`config.mk`:
```
export PLATFORM = sky130hd
export DESIGN_NAME = btn_debounce_flat
export DESIGN_NICKNAME = d
export VERILOG_FILES = /design/src/rtl/btn_debounce_pkg.sv /design/src/rtl/btn_debounce_if.sv /design/src/rtl/btn_db_chan.sv /design/src/rtl/btn_debounce.sv /design/src/flat_wrapper.sv
export SDC_FILE = /design/constraint.sdc
export NUM_CORES = 1
export LEC_CHECK = 0
export CAP_MARGIN = 10
export CORE_MARGIN = 5
export CORE_UTILIZATION = 35
export DETAILED_ROUTE_END_ITERATION = 10
export GPL_TIMING_DRIVEN = 1
export PLACE_DENSITY = 0.53
export SLEW_MARGIN = 20
export SYNTH_ARGS = -nofsm -noshare
export SYNTH_HDL_FRONTEND = slang
export SYNTH_SLANG_ARGS = --single-unit
```
`constraint.sdc`:
```
create_clock -name clk -period 4.6 [get_ports clk]
set_input_delay 1.38 -clock clk [delete_from_list [all_inputs] [get_ports clk]]
set_output_delay 1.38 -clock clk [all_outputs]
set_load 0.01 [all_outputs]
```
`src/rtl/btn_debounce_pkg.sv`:
```
// Shared constants and types for the pushbutton debouncer.
// Clock and debounce time set the default acceptance count.
package btn_debounce_pkg;

  localparam int unsigned SYS_CLK_HZ  = 100_000_000;
  localparam int unsigned DEBOUNCE_US = 10_000;

  localparam int N_BTN_DEF       = 4;
  localparam int SYNC_STAGES_DEF = 2;

  function automatic int cycles_for_us(
    input int unsigned clk_hz,
    input int unsigned us
  );
    return int'((clk_hz / 1_000_000) * us);
  endfunction

  localparam int CNT_MAX_DEF =
    cycles_for_us(SYS_CLK_HZ, DEBOUNCE_US);

endpackage

```
`src/rtl/btn_debounce_if.sv`:
```
// Button bundle between the pins side and the debouncer.
// slave = debouncer, master = whoever drives the raw pins.
interface btn_debounce_if
  import btn_debounce_pkg::*;
#(
  parameter int N_BTN = N_BTN_DEF
);

  logic [N_BTN-1:0] btn_raw;
  logic [N_BTN-1:0] btn_db;
  logic [N_BTN-1:0] btn_rel;

  modport master (
    output btn_raw,
    input  btn_db,
    input  btn_rel
  );

  modport slave (
    input  btn_raw,
    output btn_db,
    output btn_rel
  );

endinterface

```
`src/rtl/btn_db_chan.sv`:
```
// One debounce channel: synchronizer, stability counter,
// registered debounced level and release pulse.
module btn_db_chan #(
  parameter int CNT_MAX     = 8,
  parameter int SYNC_STAGES = 2
) (
  input  logic clk,
  input  logic rst,
  input  logic btn_raw_i,
  output logic btn_db_o,
  output logic btn_rel_o
);

  localparam int CW = $clog2(CNT_MAX + 1);
  localparam logic [CW-1:0] CNT_LAST = CW'(CNT_MAX - 1);

  logic [SYNC_STAGES-1:0] sync_q;
  logic [SYNC_STAGES-1:0] sync_d;
  logic [CW-1:0]          cnt_q;
  logic [CW-1:0]          cnt_d;
  logic                   db_q;
  logic                   db_d;
  logic                   rel_q;
  logic                   rel_d;
  logic                   sync;

  assign sync = sync_q[SYNC_STAGES-1];

  always_comb begin
    sync_d = {sync_q[SYNC_STAGES-2:0], btn_raw_i};
    cnt_d  = '0;
    db_d   = db_q;
    // any agreement clears the count, so glitches never accumulate
    if (sync != db_q) begin
      if (cnt_q == CNT_LAST) begin
        db_d = sync;
      end else begin
        cnt_d = cnt_q + 1'b1;
      end
    end
    rel_d = db_q & ~db_d;
  end

  always_ff @(posedge clk or posedge rst) begin
    if (rst) begin
      sync_q <= '0;
      cnt_q  <= '0;
      db_q   <= 1'b0;
      rel_q  <= 1'b0;
    end else begin
      sync_q <= sync_d;
      cnt_q  <= cnt_d;
      db_q   <= db_d;
      rel_q  <= rel_d;
    end
  end

  assign btn_db_o  = db_q;
  assign btn_rel_o = rel_q;

endmodule

```
`src/rtl/btn_debounce.sv`:
```
// Multi-channel pushbutton debouncer; channels are independent.
// Outputs debounced levels and a one-cycle release pulse.
module btn_debounce
  import btn_debounce_pkg::*;
#(
  parameter int N_BTN       = N_BTN_DEF,
  parameter int CNT_MAX     = CNT_MAX_DEF,
  parameter int SYNC_STAGES = SYNC_STAGES_DEF
) (
  input logic           clk,
  input logic           rst,
  btn_debounce_if.slave bus
);

  logic [N_BTN-1:0] db;
  logic [N_BTN-1:0] rel;

  for (genvar i = 0; i < N_BTN; i++) begin : g_chan
    btn_db_chan #(
      .CNT_MAX     (CNT_MAX),
      .SYNC_STAGES (SYNC_STAGES)
    ) u_chan (
      .clk       (clk),
      .rst       (rst),
      .btn_raw_i (bus.btn_raw[i]),
      .btn_db_o  (db[i]),
      .btn_rel_o (rel[i])
    );
  end

  assign bus.btn_db  = db;
  assign bus.btn_rel = rel;

endmodule

```
`src/flat_wrapper.sv`:
```
// flat-port wrapper written by rule: the top's interface ports become plain ports
module btn_debounce_flat import btn_debounce_pkg::*;
#(
  parameter int N_BTN       = N_BTN_DEF,
  parameter int CNT_MAX     = CNT_MAX_DEF,
  parameter int SYNC_STAGES = SYNC_STAGES_DEF
)
  (clk, rst, bus_btn_raw, bus_btn_db, bus_btn_rel);
  btn_debounce_if #(.N_BTN(N_BTN)) bus_i ();
  input logic clk;
  input logic rst;
  input wire logic [$bits(bus_i.btn_raw)-1:0] bus_btn_raw;
  output wire logic [$bits(bus_i.btn_db)-1:0] bus_btn_db;
  output wire logic [$bits(bus_i.btn_rel)-1:0] bus_btn_rel;
  assign bus_i.btn_raw = bus_btn_raw;
  assign bus_btn_db = bus_i.btn_db;
  assign bus_btn_rel = bus_i.btn_rel;
  btn_debounce #(.N_BTN(N_BTN), .CNT_MAX(CNT_MAX), .SYNC_STAGES(SYNC_STAGES)) u_core (.clk(clk), .rst(rst), .bus(bus_i));
endmodule
```
==> flow_summary_export.csv <==
group,metric,value,unit
setup_path,critPathCaptureType,"output port",
setup_path,path_class,"reg2out",
floorplan,num_io_pins,14,
drt,routed_wl,8370,µm
timing,rsz0062_at_grt,"no",
drt,drtAntennaViolNets,0,
clock_tree,clkTransAtPathRegs,0.06,ns
clock_tree,cts_buffers,9,
timing,fin_crit,2.70,ns
floorplan,fp.dieArea,15600,µm²
timing,fin_crit_sh,58.6,%
clock_tree,cts_sinks,96,
synth,synth-seq-area-share,52.1,%
drt,drt_iter0_markers,155,
clock_tree,cts_buffer_depth,2,
min_path,hold_path.class,"reg2reg",
global_route,antenna_found_initial,0,
synth,ys_warn_count,0,
floorplan,die-width,125,µm
global_route,gr-usage-met2,17.9,%
power_and_ir_drop,power.total,1.72,mW
placed_design,gp_congestion,0.818,
global_route,grt-busiest-layer,"met2",
timing,whs,0.349,ns
synth,synthCells,462,
setup_path,critical_path.top_delay_family,"buffers and inverters",
synth,synth_cell_type_count,40,
drt,vias,3226,
setup_path,slowest_stage,"clkdlybuf4s50_1",
timing,slew_viol_final,0,
setup_path,crit_path_max_incr_delay,0.57,ns
global_route,grt.met3_usage,2.66,%
drt,routedWlPerCell,12.9,µm
global_route,met1_usage,14.9,%
setup_path,critical_path_arrival,1.32,ns
timing,hold_violations,0,
final_layout,nNetsFinal,480,
final_layout,layout_common_cells,"96 x dfrtp_1, 71 x nor2_1, 31 x nand3_1, 31 x xnor2_1, 27 x nand4_1",
timing,maxClockFrequency,0.371,GHz
clock_tree,cts_setup_buffers,0,
final_layout,layout-area-overhead-vs-synth,13.2,%
placed_design,portBuffers,13,
synth,syn-cell-area,4610,µm²
floorplan,start_util,35.2,%
clock_tree,cts_tree,"yes",
timing,setup_viol,0,
drt,route.detailed.drc,0,
global_route,grt_pass1_wl,14700,µm
job,maxCapViolCount,0,
placed_design,dp_slack,1.94,ns
placed_design,dpl.hpwl,5760,µm
final_layout,drive_gt1_share,8.02,%
synth,synth-seq-cells,96,
power_and_ir_drop,power_density,329,nW/µm²
drt,viasPerCell,4.96,
timing,fin_setup_tns,0,ns
timing,worst_pin_slew,0.865,ns
final_layout,antenna_cells,0,
clock_tree,hold_buffers,0,
synth,avgSynthCellArea,9.97,µm²
global_route,grt_pass1_vias,3215,
clock_tree,cts_resized,0,
setup_path,crit_required,3.22,ns
timing,setup_slack,1.90,ns
setup_path,critPathLaunchType,"register",
global_route,grt_max_degree,50,
clock_tree,cts-root-buf,"clkbuf_16",
power_and_ir_drop,p_leak,2.07,nW
drt,first_pass_iters,4,
floorplan,placeableCoreArea,13100,µm²
global_route,track_usage,11.2,%
synth,syn-num-nets,472,
clock_tree,clock_latency,0.33,ns
setup_path,cp_max_fo,4,
clock_tree,htree_levels,3,
setup_path,cp_num_buf_inv,1,
power_and_ir_drop,ir_drop,0.182,mV
timing,slew_headroom,42.3,%
floorplan,num_rows,42,
global_route,grt-ovfl-total,0,
final_layout,layout_commonest_cell,"dfrtp_1",
floorplan,die_h,125,µm
setup_path,worstPathCellList,"clkdlybuf4s50_1",
run_status,status,"finished, final reports clean",
timing,fin_skew,0.00644,ns
==> synthesized netlist by cell type <==
cell type	count	area share, %
a21oi_1	17	1.8
a21oi_2	1	0.19
a31o_2	3	0.57
and2_1	3	0.41
and3_1	8	1.1
and3_2	1	0.16
and3b_1	2	0.38
and4_1	3	0.57
and4_2	1	0.22
buf_2	1	0.11
buf_4	10	1.6
buf_6	2	0.49
clkbuf_1	8	0.65
dfrtp_1	96	52
ha_1	4	1.1
inv_1	14	1.1
mux2_2	4	0.98
mux2i_1	2	0.43
nand2_1	21	1.7
nand2b_1	1	0.14
nand3_1	31	3.4
nand4_1	27	3.7
nand4_2	2	0.54
nor2_1	71	5.8
nor3_1	13	1.4
nor4_1	11	1.5
nor4b_1	4	0.76
nor4bb_1	1	0.22
o21ai_0	14	1.5
o21ai_1	2	0.22
o31ai_1	5	0.81
or2_2	1	0.14
or3_1	11	1.5
or4_1	7	1.1
or4_2	1	0.19
or4_4	1	0.24
or4b_1	1	0.22
or4b_2	1	0.22
xnor2_1	31	5.9
xor2_1	25	4.8
==> flip-flops by register name, summed over array words and instances (netlist names) <==
| name | count |
|---|---|
| u_core.g_chan.u_chan.btn_db_o | 4 |
| u_core.g_chan.u_chan.cnt_q | 80 |
| u_core.g_chan.u_chan.btn_rel_o | 4 |
| u_core.g_chan.u_chan.sync_q | 8 |
==> kinds of logic (layout without fill, tap and decap cells) <==
group	Yosys count	in the layout	share of synthesized area, %
multiplexers	6	6	1.41
AO/OA/AOI/OAI	42	42	5.16
XOR/XNOR	56	56	10.6
AND/OR/NAND/NOR	223	223	25.6
buffers and inverters	35	47	4.02
flip-flops	96	96	52.1
adder cells (fa/ha/maj)	4	4	1.09
==> layout make-up <==
type	count	area, µm²
Inverter	14	53.8
Clock inverter	3	65.1
Clock buffer	12	256
Sequential cell	96	2400
Tap cell	176	220
Timing Repair Buffer	18	180
Multi-Input combinational cell	331	2040
Fill cell	1278	7870
==> path summary, 6_finish.rpt <==
check	startpoint	endpoint	slack, ns	cells after the start
hold / removal	u_core.g_chan[0].u_chan.sync_q[0]$_DFF_PP0_	u_core.g_chan[0].u_chan.sync_q[1]$_DFF_PP0_	0.35	0
hold reg to reg	u_core.g_chan[0].u_chan.sync_q[0]$_DFF_PP0_	u_core.g_chan[0].u_chan.sync_q[1]$_DFF_PP0_	0.35	0
setup / recovery	u_core.g_chan[3].u_chan.btn_db_o$_DFF_PP0_	bus_btn_db[3]	1.90	1
setup reg to reg	u_core.g_chan[2].u_chan.cnt_q[6]$_DFF_PP0_	u_core.g_chan[2].u_chan.cnt_q[2]$_DFF_PP0_	2.19	5
max in group asynchronous	rst	u_core.g_chan[0].u_chan.cnt_q[3]$_DFF_PP0_	2.34	3
min in group asynchronous	rst	u_core.g_chan[2].u_chan.cnt_q[13]$_DFF_PP0_	1.52	2
==> layer usage <==
metal,vias to the layer above,share of wire (%)
li1,1632,-
met2,40,46
met4,0,1.5
met1,1542,50
met3,12,2.9
met5,-,0
==> stage by stage <==
stage | cell area, µm² | util, % | instances
3_5_place_dp | 4890 | 37.3 | 635
5_1_grt | 5220 | 39.9 | 650
3_3_place_gp | 4890 | 37.3 | 635
6_report | 5220 | 39.9 | 650
2_1_floorplan | 4610 | - | 462
4_1_cts | 5210 | 39.8 | 650
==> where the power goes <==
part	switching (mW)	total, mW	internal [mW]
Combinational	0.0369	0.0550	0.0180
Sequential	0.0118	0.868	0.856
Clock	0.293	0.795	0.502
Power figures use the tool's default switching activity.
